File: src/rtl/serial_capture_5b_pkg.sv
// Shared definitions for the serial capture receive block.
// Holds the detector state encoding and shift-register / fill sizing.
// Imported by the detector sub-module and the top.
package serial_capture_5b_pkg;

  // Detector states, 3-bit encoding, IDLE=0 .. S1011=4
  typedef enum logic [2:0] {
    ST_IDLE  = 3'd0,
    ST_S1    = 3'd1,
    ST_S10   = 3'd2,
    ST_S101  = 3'd3,
    ST_S1011 = 3'd4
  } det_state_t;

  // Number of taps in the capture shift register
  localparam int SR_DEPTH = 5;

  // Fill counter saturation point: taps all hold real data once reached
  localparam int FILL_MAX = 5;
  localparam int FILL_W   = 3;

endpackage

File: src/rtl/serial_capture_5b_seq_det.sv
// Overlapping "1011" Moore sequence detector.
// det is high the cycle after the edge that samples the final 1.
// det_rise flags (combinationally) that the coming edge enters S1011.
module seq_det_1011
  import serial_capture_5b_pkg::*;
(
  input  logic clk,
  input  logic rst,
  input  logic din,
  output logic det,
  output logic det_rise
);

  det_state_t state;
  det_state_t state_nxt;

  // State register; reset returns to IDLE and discards any partial match
  always_ff @(posedge clk) begin
    if (rst) begin
      state <= ST_IDLE;
    end else begin
      state <= state_nxt;
    end
  end

  // Next-state logic: on a mismatch fall back to the longest matching suffix
  always_comb begin
    state_nxt = ST_IDLE;
    unique case (state)
      ST_IDLE:  state_nxt = din ? ST_S1    : ST_IDLE;
      ST_S1:    state_nxt = din ? ST_S1    : ST_S10;
      ST_S10:   state_nxt = din ? ST_S101  : ST_IDLE;
      ST_S101:  state_nxt = din ? ST_S1011 : ST_S10;
      ST_S1011: state_nxt = din ? ST_S1    : ST_S10;
      default:  state_nxt = ST_IDLE;
    endcase
  end

  // Outputs: Moore detect flag plus an entry strobe for the counter
  always_comb begin
    det      = (state == ST_S1011);
    det_rise = (state_nxt == ST_S1011);
  end

endmodule

File: src/rtl/serial_capture_5b.sv
// Serial line receiver: 5-tap capture register, "1011" detector and run monitor.
// Latency S_OR->X one edge, S_OR->M five edges, detect pulse one edge after final 1.
// No backpressure: S_OR is sampled unconditionally every rising edge.
module serial_capture_5b
  import serial_capture_5b_pkg::*;
#(
  parameter int CNT_W   = 4,
  parameter int MIN_RUN = 3
) (
  input  logic             clk,
  input  logic             rst,
  input  logic             S_OR,
  output logic             X,
  output logic             Y,
  output logic             Z,
  output logic             K,
  output logic             M,
  output logic             valid,
  output logic             det,
  output logic [CNT_W-1:0] det_cnt,
  output logic [CNT_W-1:0] run_len,
  output logic             run_ok
);

  // Bit 0 is the newest sample, bit SR_DEPTH-1 the oldest
  logic [SR_DEPTH-1:0] shreg;
  logic [FILL_W-1:0]   fill;
  logic                det_rise;

  localparam logic [FILL_W-1:0] FILL_TOP = FILL_W'(FILL_MAX);
  localparam logic [CNT_W-1:0]  CNT_TOP  = {CNT_W{1'b1}};
  localparam logic [CNT_W-1:0]  RUN_MIN  = CNT_W'(MIN_RUN);

  seq_det_1011 u_det (
    .clk      (clk),
    .rst      (rst),
    .din      (S_OR),
    .det      (det),
    .det_rise (det_rise)
  );

  // Capture shift register: newest bit enters at tap 0
  always_ff @(posedge clk) begin
    if (rst) begin
      shreg <= '0;
    end else begin
      shreg <= {shreg[SR_DEPTH-2:0], S_OR};
    end
  end

  // Fill counter: counts edges since reset until every tap is real data
  always_ff @(posedge clk) begin
    if (rst) begin
      fill <= '0;
    end else if (fill != FILL_TOP) begin
      fill <= fill + 1'b1;
    end
  end

  // Detection counter: bumps on the edge entering S1011, holds at all-ones
  always_ff @(posedge clk) begin
    if (rst) begin
      det_cnt <= '0;
    end else if (det_rise && (det_cnt != CNT_TOP)) begin
      det_cnt <= det_cnt + 1'b1;
    end
  end

  // Consecutive-ones run length: any zero clears, ones count up and saturate
  always_ff @(posedge clk) begin
    if (rst) begin
      run_len <= '0;
    end else if (!S_OR) begin
      run_len <= '0;
    end else if (run_len != CNT_TOP) begin
      run_len <= run_len + 1'b1;
    end
  end

  // Output decode: taps, fill status and the run threshold compare
  always_comb begin
    X      = shreg[0];
    Y      = shreg[1];
    Z      = shreg[2];
    K      = shreg[3];
    M      = shreg[4];
    valid  = (fill == FILL_TOP);
    run_ok = (run_len >= RUN_MIN);
  end

endmodule

File: config.mk
export PLATFORM = sky130hd
export DESIGN_NAME = serial_capture_5b
export DESIGN_NICKNAME = d
export VERILOG_FILES = /design/src/rtl/serial_capture_5b_pkg.sv /design/src/rtl/serial_capture_5b_seq_det.sv /design/src/rtl/serial_capture_5b.sv
export SDC_FILE = /design/constraint.sdc
export NUM_CORES = 1
export LEC_CHECK = 0
export ABC_AREA = 1
export CORE_UTILIZATION = 50
export DETAILED_ROUTE_END_ITERATION = 6
export PLACE_DENSITY = 0.88
export REMOVE_ABC_BUFFERS = 1
export SYNTH_ARGS = -nofsm -noshare
export SYNTH_HDL_FRONTEND = slang
export SYNTH_SLANG_ARGS = --single-unit
export TNS_END_PERCENT = 10
File: constraint.sdc
create_clock -name clk -period 2.3 [get_ports clk]
set_input_delay 0.46 -clock clk [delete_from_list [all_inputs] [get_ports clk]]
set_output_delay 0.46 -clock clk [all_outputs]
set_load 0.02 [all_outputs]
Word-level counts from Yosys, hierarchy flattened
Index checks and enable logic that the tools add are counted.
{ "word_totals": {"out_inout_bits": 16, "register_bits": 19, "elab_cells": 28} }
{ "op_classes": {"addsub": 3, "n_lt_le_gt_ge": 1, "bitwise": 1, "mux": 5, "reduce_logical": 4, "n_eq_ne": 9} }
{ "op_table": {"columns": ["operator", "count"], "rows": [
  ["$pmux 3 s4", 1],
  ["$eq 3x3->1 const B", 3],
  ["$add 4x1->4 const B", 2],
  ["$ne 4x4->1 const B", 2],
  ["$eq 3x2->1 const B", 2],
  ["$ge 4x2->1 const B", 1],
  ["$mux 2", 2],
  ["$reduce_or 2->1", 2],
  ["$add 3x1->3 const B", 1],
  ["$eq 3x1->1 const B", 1],
  ["$logic_not 3->1", 1],
  ["$mux 3", 1],
  ["$ne 3x3->1 const B", 1],
  ["$logic_and 1x1->1", 1],
  ["$mux 1", 1],
  ["$not 1->1", 1]
]} }

Depth between registers and ports, before layout
{ "logic_depth": {"ltp_word": 5, "ltp_mapped": 7, "ltp_nobuf": 7} }

By module
From an unflattened synthesis, not the netlist that was laid out.
{ "unflattened": {"hier_cells": 103, "area_unflattened_um2": 794.5} }
{ "by_module_without_submodules": {"columns": ["mod", "seq_area_each_um2", "cells_per_inst", "area_each_um2", "n_inst"], "rows": [
  ["serial_capture_5b", 320.3, 83, 656.9, 1],
  ["seq_det_1011", 60.1, 20, 137.6, 1]
]} }

Worst setup path after synthesis
Ideal clock, no wire load.
{ "synth_path": {"path_type": "register to output", "startpoint": "register run_len[0]", "endpoint": "output port run_ok", "arrival_ns": 0.896, "n_path_buf": 0, "stages_incl_launch_ff": 4, "t_required_ns": 1.840, "slack_ns": 0.944, "cell_sequence": "dfxtp_1 ha_1 nor2_1 nand2_1"} }
{ "synth_via": {"elab_chain_len": 1} }
{ "synth_lines": {"columns": ["item", "line_no", "rtl"], "rows": [
  ["from (decl)", "serial_capture_5b.sv:21", "output logic [CNT_W-1:0] run_len,"],
  ["from (signal assigned)", "serial_capture_5b.sv:76", "run_len <= run_len + 1'b1;"],
  ["$ge 4x2->1", "serial_capture_5b.sv:88", "run_ok = (run_len >= RUN_MIN);"],
  ["to (decl)", "serial_capture_5b.sv:22", "output logic run_ok"]
]} }
No other way between the ends.

Worst setup path in the final report
{ "layout_path": {"startpoint": "register fill[0]", "endpoint": "output port valid"} }
{ "layout_via": {"elab_chain_len": 1} }
{ "layout_lines": {"columns": ["item", "line_no", "rtl"], "rows": [
  ["from (decl)", "serial_capture_5b.sv:27", "logic [FILL_W-1:0] fill;"],
  ["from (signal assigned)", "serial_capture_5b.sv:56", "fill <= fill + 1'b1;"],
  ["$eq 3x3->1", "serial_capture_5b.sv:87", "valid = (fill == FILL_TOP);"],
  ["to (decl)", "serial_capture_5b.sv:18", "output logic valid,"]
]} }
No other way between the ends.

==> metrics.cfg <==
[logic_synthesis]
synthAdderAreaFrac_pct = 6.21
synth_top_family_by_area = simple AND/OR/NAND/NOR gates
synthMuxAreaShare_pct = 0
synth_compound_area_share_pct = 12.4
synth_xor_xnor_area_share_pct = 1.09
synth_cell_type_count = 22
ys_warn_count = 0
ys_ff_latch = 19
synthCells = 104
synth-simple-area-share_pct = 24.5
avgSynthCellArea_um2 = 7.75
synth_area_um2 = 806
ys_seq_area_share_pct = 47.2

[cells_and_area]
fill_cells = 129
postLayoutCellArea_um2 = 1030
syn2layout_area_growth_pct = 28.4
layout_commonest_cell = nand2_1
mostFrequentLayoutCells = nand2_1 (20), dfxtp_1 (19), clkdlybuf4s50_1 (18)
utilization_pct = 68.7
final_nets = 134
finalNonFillerCells = 142
drive_gt1_share_pct = 11.9
diodes = 0

[floorplan]
fp.coreArea_um2 = 1510
dieHeight_um = 42.1
start_util_pct = 53.5
die-area_um2 = 1780
ioPinCount = 19
rows = 14
chipWidth_um = 42.1

[timing]
hold_ws_ns = 0.421
worst_slack_ns = 0.181
fmax_mhz = 472
setup-violations-final = 0
tns_ns = 0
hold_violations = 0
period_needed_ns = 2.12
worstMarginPinSlew_ns = 0.218
slew_headroom_pct = 85.4
drv_slew = 0
fin_skew_ns = 0.00823
fin_crit_sh_pct = 92.1
rsz0062_at_grt = no

[placement]
place_ws_ns = 0.543
gp_congestion = 0.748
dp_cells = 138
portBuffers = 18
place_hpwl_um = 1140
place_area_um2 = 1010

[routing]
vias_per_cell = 5.04
drt-total-wl_um = 1510
wl_per_cell_um = 10.7
wl_met1_um = 675
dr_total_vias = 715
drc = 0
top_layer = met4
dr.pass1.iters = 4
route.met2.wl_um = 752
met3_length_um = 66
antenna_left = 0
drt-initial-drc-count = 7

[power]
total_power_mw = 0.580
pwr_density_cell_nw_per_um2 = 560
p_leak_nw = 0.431
ir_worst_vdd_uv = 409

[run]
maxCapViolCount = 0

[worst_setup_path]
slowest_stage = clkdlybuf4s50_1
path_cells = ha_1 > nand2_1 > inv_1 > clkdlybuf4s50_1
cp.required_ns = 1.84
crit_fanout = 6
cp-start-kind = flip-flop
rr_endpoint = det_cnt[3]
end_kind = primary output
crit_family = buffers and inverters
reg2regPathDepth = 5
worst_path_largest_cell_delay_ns = 0.59
path_buf_inv = 2
crit_type = flip-flop to primary output
timing.rr.start = det_cnt[0]
reg2reg_slack_ns = 1.13
worstPathArrival_ns = 1.66

[global_route]
grt_max_degree = 11
grt.overflow.total = 0
antenna_found_initial = 0
track_usage_pct = 19.3
grt_pass1_wl_um = 2650
grt_pass1_vias = 662

[cts]
numCtsBuffers = 3
cts_resized = 0
holdBufCountCts = 0
clockBufferDepth = 2
cts_root_buf = clkbuf_4
clock_latency_ns = 0.30
postCtsSetupBuffers = 0
cts.sinks = 19
clkSlewWorstSetupHoldPaths_ns = 0.11
h-tree-depth = 1
cts_tree = yes

[worst_hold_path]
whs_path_depth = 2
min_from = shreg[0]
whs_endpoint = shreg[1]
hold_class = flip-flop to flip-flop

[run_status]
status = complete, no violations

==> metal layers <==
metal | up-vias | GRT usage, %
met2 | 20 | 35.3
met3 | 4 | 3.88
li1 | 372 | -
met4 | 0 | 7.50
met1 | 319 | 21.7
met5 | - | 0
==> kinds of logic (layout without fill, tap and decap cells) <==
group,after synthesis,after routing
compound gates,18,18
xor+xnor,1,1
fa+ha+maj,4,4
buf+inv,18,40
flops,19,19
simple gates,44,44
==> state kept, by name, indices dropped and copies added (netlist names) <==
signal / flops
shreg: 5
det_cnt: 4
run_len: 4
fill: 3
u_det.state: 3
==> synth_stat cells <==
cell | number | area (um2)
nand2_1 | 20 | 75.1
dfxtp_1 | 19 | 380
inv_1 | 12 | 45.0
nor2_1 | 12 | 45.0
a21oi_1 | 8 | 40.0
o21ai_0 | 5 | 25.0
ha_1 | 4 | 50.1
inv_2 | 4 | 15.0
nand3_1 | 4 | 20.0
nand2_2 | 3 | 18.8
o21ai_1 | 2 | 10.0
a211oi_1 | 1 | 7.51
a21oi_2 | 1 | 8.76
buf_2 | 1 | 5.00
clkinv_1 | 1 | 3.75
nand3_2 | 1 | 10.0
nand4_1 | 1 | 6.26
nor2_2 | 1 | 6.26
nor2_4 | 1 | 11.3
nor3_1 | 1 | 5.00
o31a_1 | 1 | 8.76
xnor2_1 | 1 | 8.76
==> worst min-delay path, cell delays in order (launching register included) <==
cell and delay, ns:
dfxtp_1 0.32, inv_1 0.04, nor2_1 0.03
==> final cells by class <==
class	instances	area, um2	area share, %
Tap cell	16	20.0	1.93
Multi-Input combinational cell	67	357	34.5
Timing Repair Buffer	19	188	18.1
Inverter	17	63.8	6.17
Sequential cell	19	380	36.8
Clock buffer	4	26.3	2.54
==> power breakdown <==
group / internal, mW / switching [mW]
Clock: 0.0675 / 0.0999
Sequential: 0.343 / 0.0112
Combinational: 0.0274 / 0.0312
Total: 0.437 / 0.142
==> worst max-delay path by stage <==
stage / depth (start not counted) / end / startpoint / slack (ns)
floorplan: 3 / run_ok / run_len[0] / 0.94
CTS: 4 / valid / fill[0] / 0.19
detailed placement: 4 / valid / fill[0] / 0.54
global route: 4 / valid / fill[0] / 0.08
global placement: 4 / valid / fill[0] / 0.59
finish: 4 / valid / fill[0] / 0.18
Power figures use the tool's default switching activity.
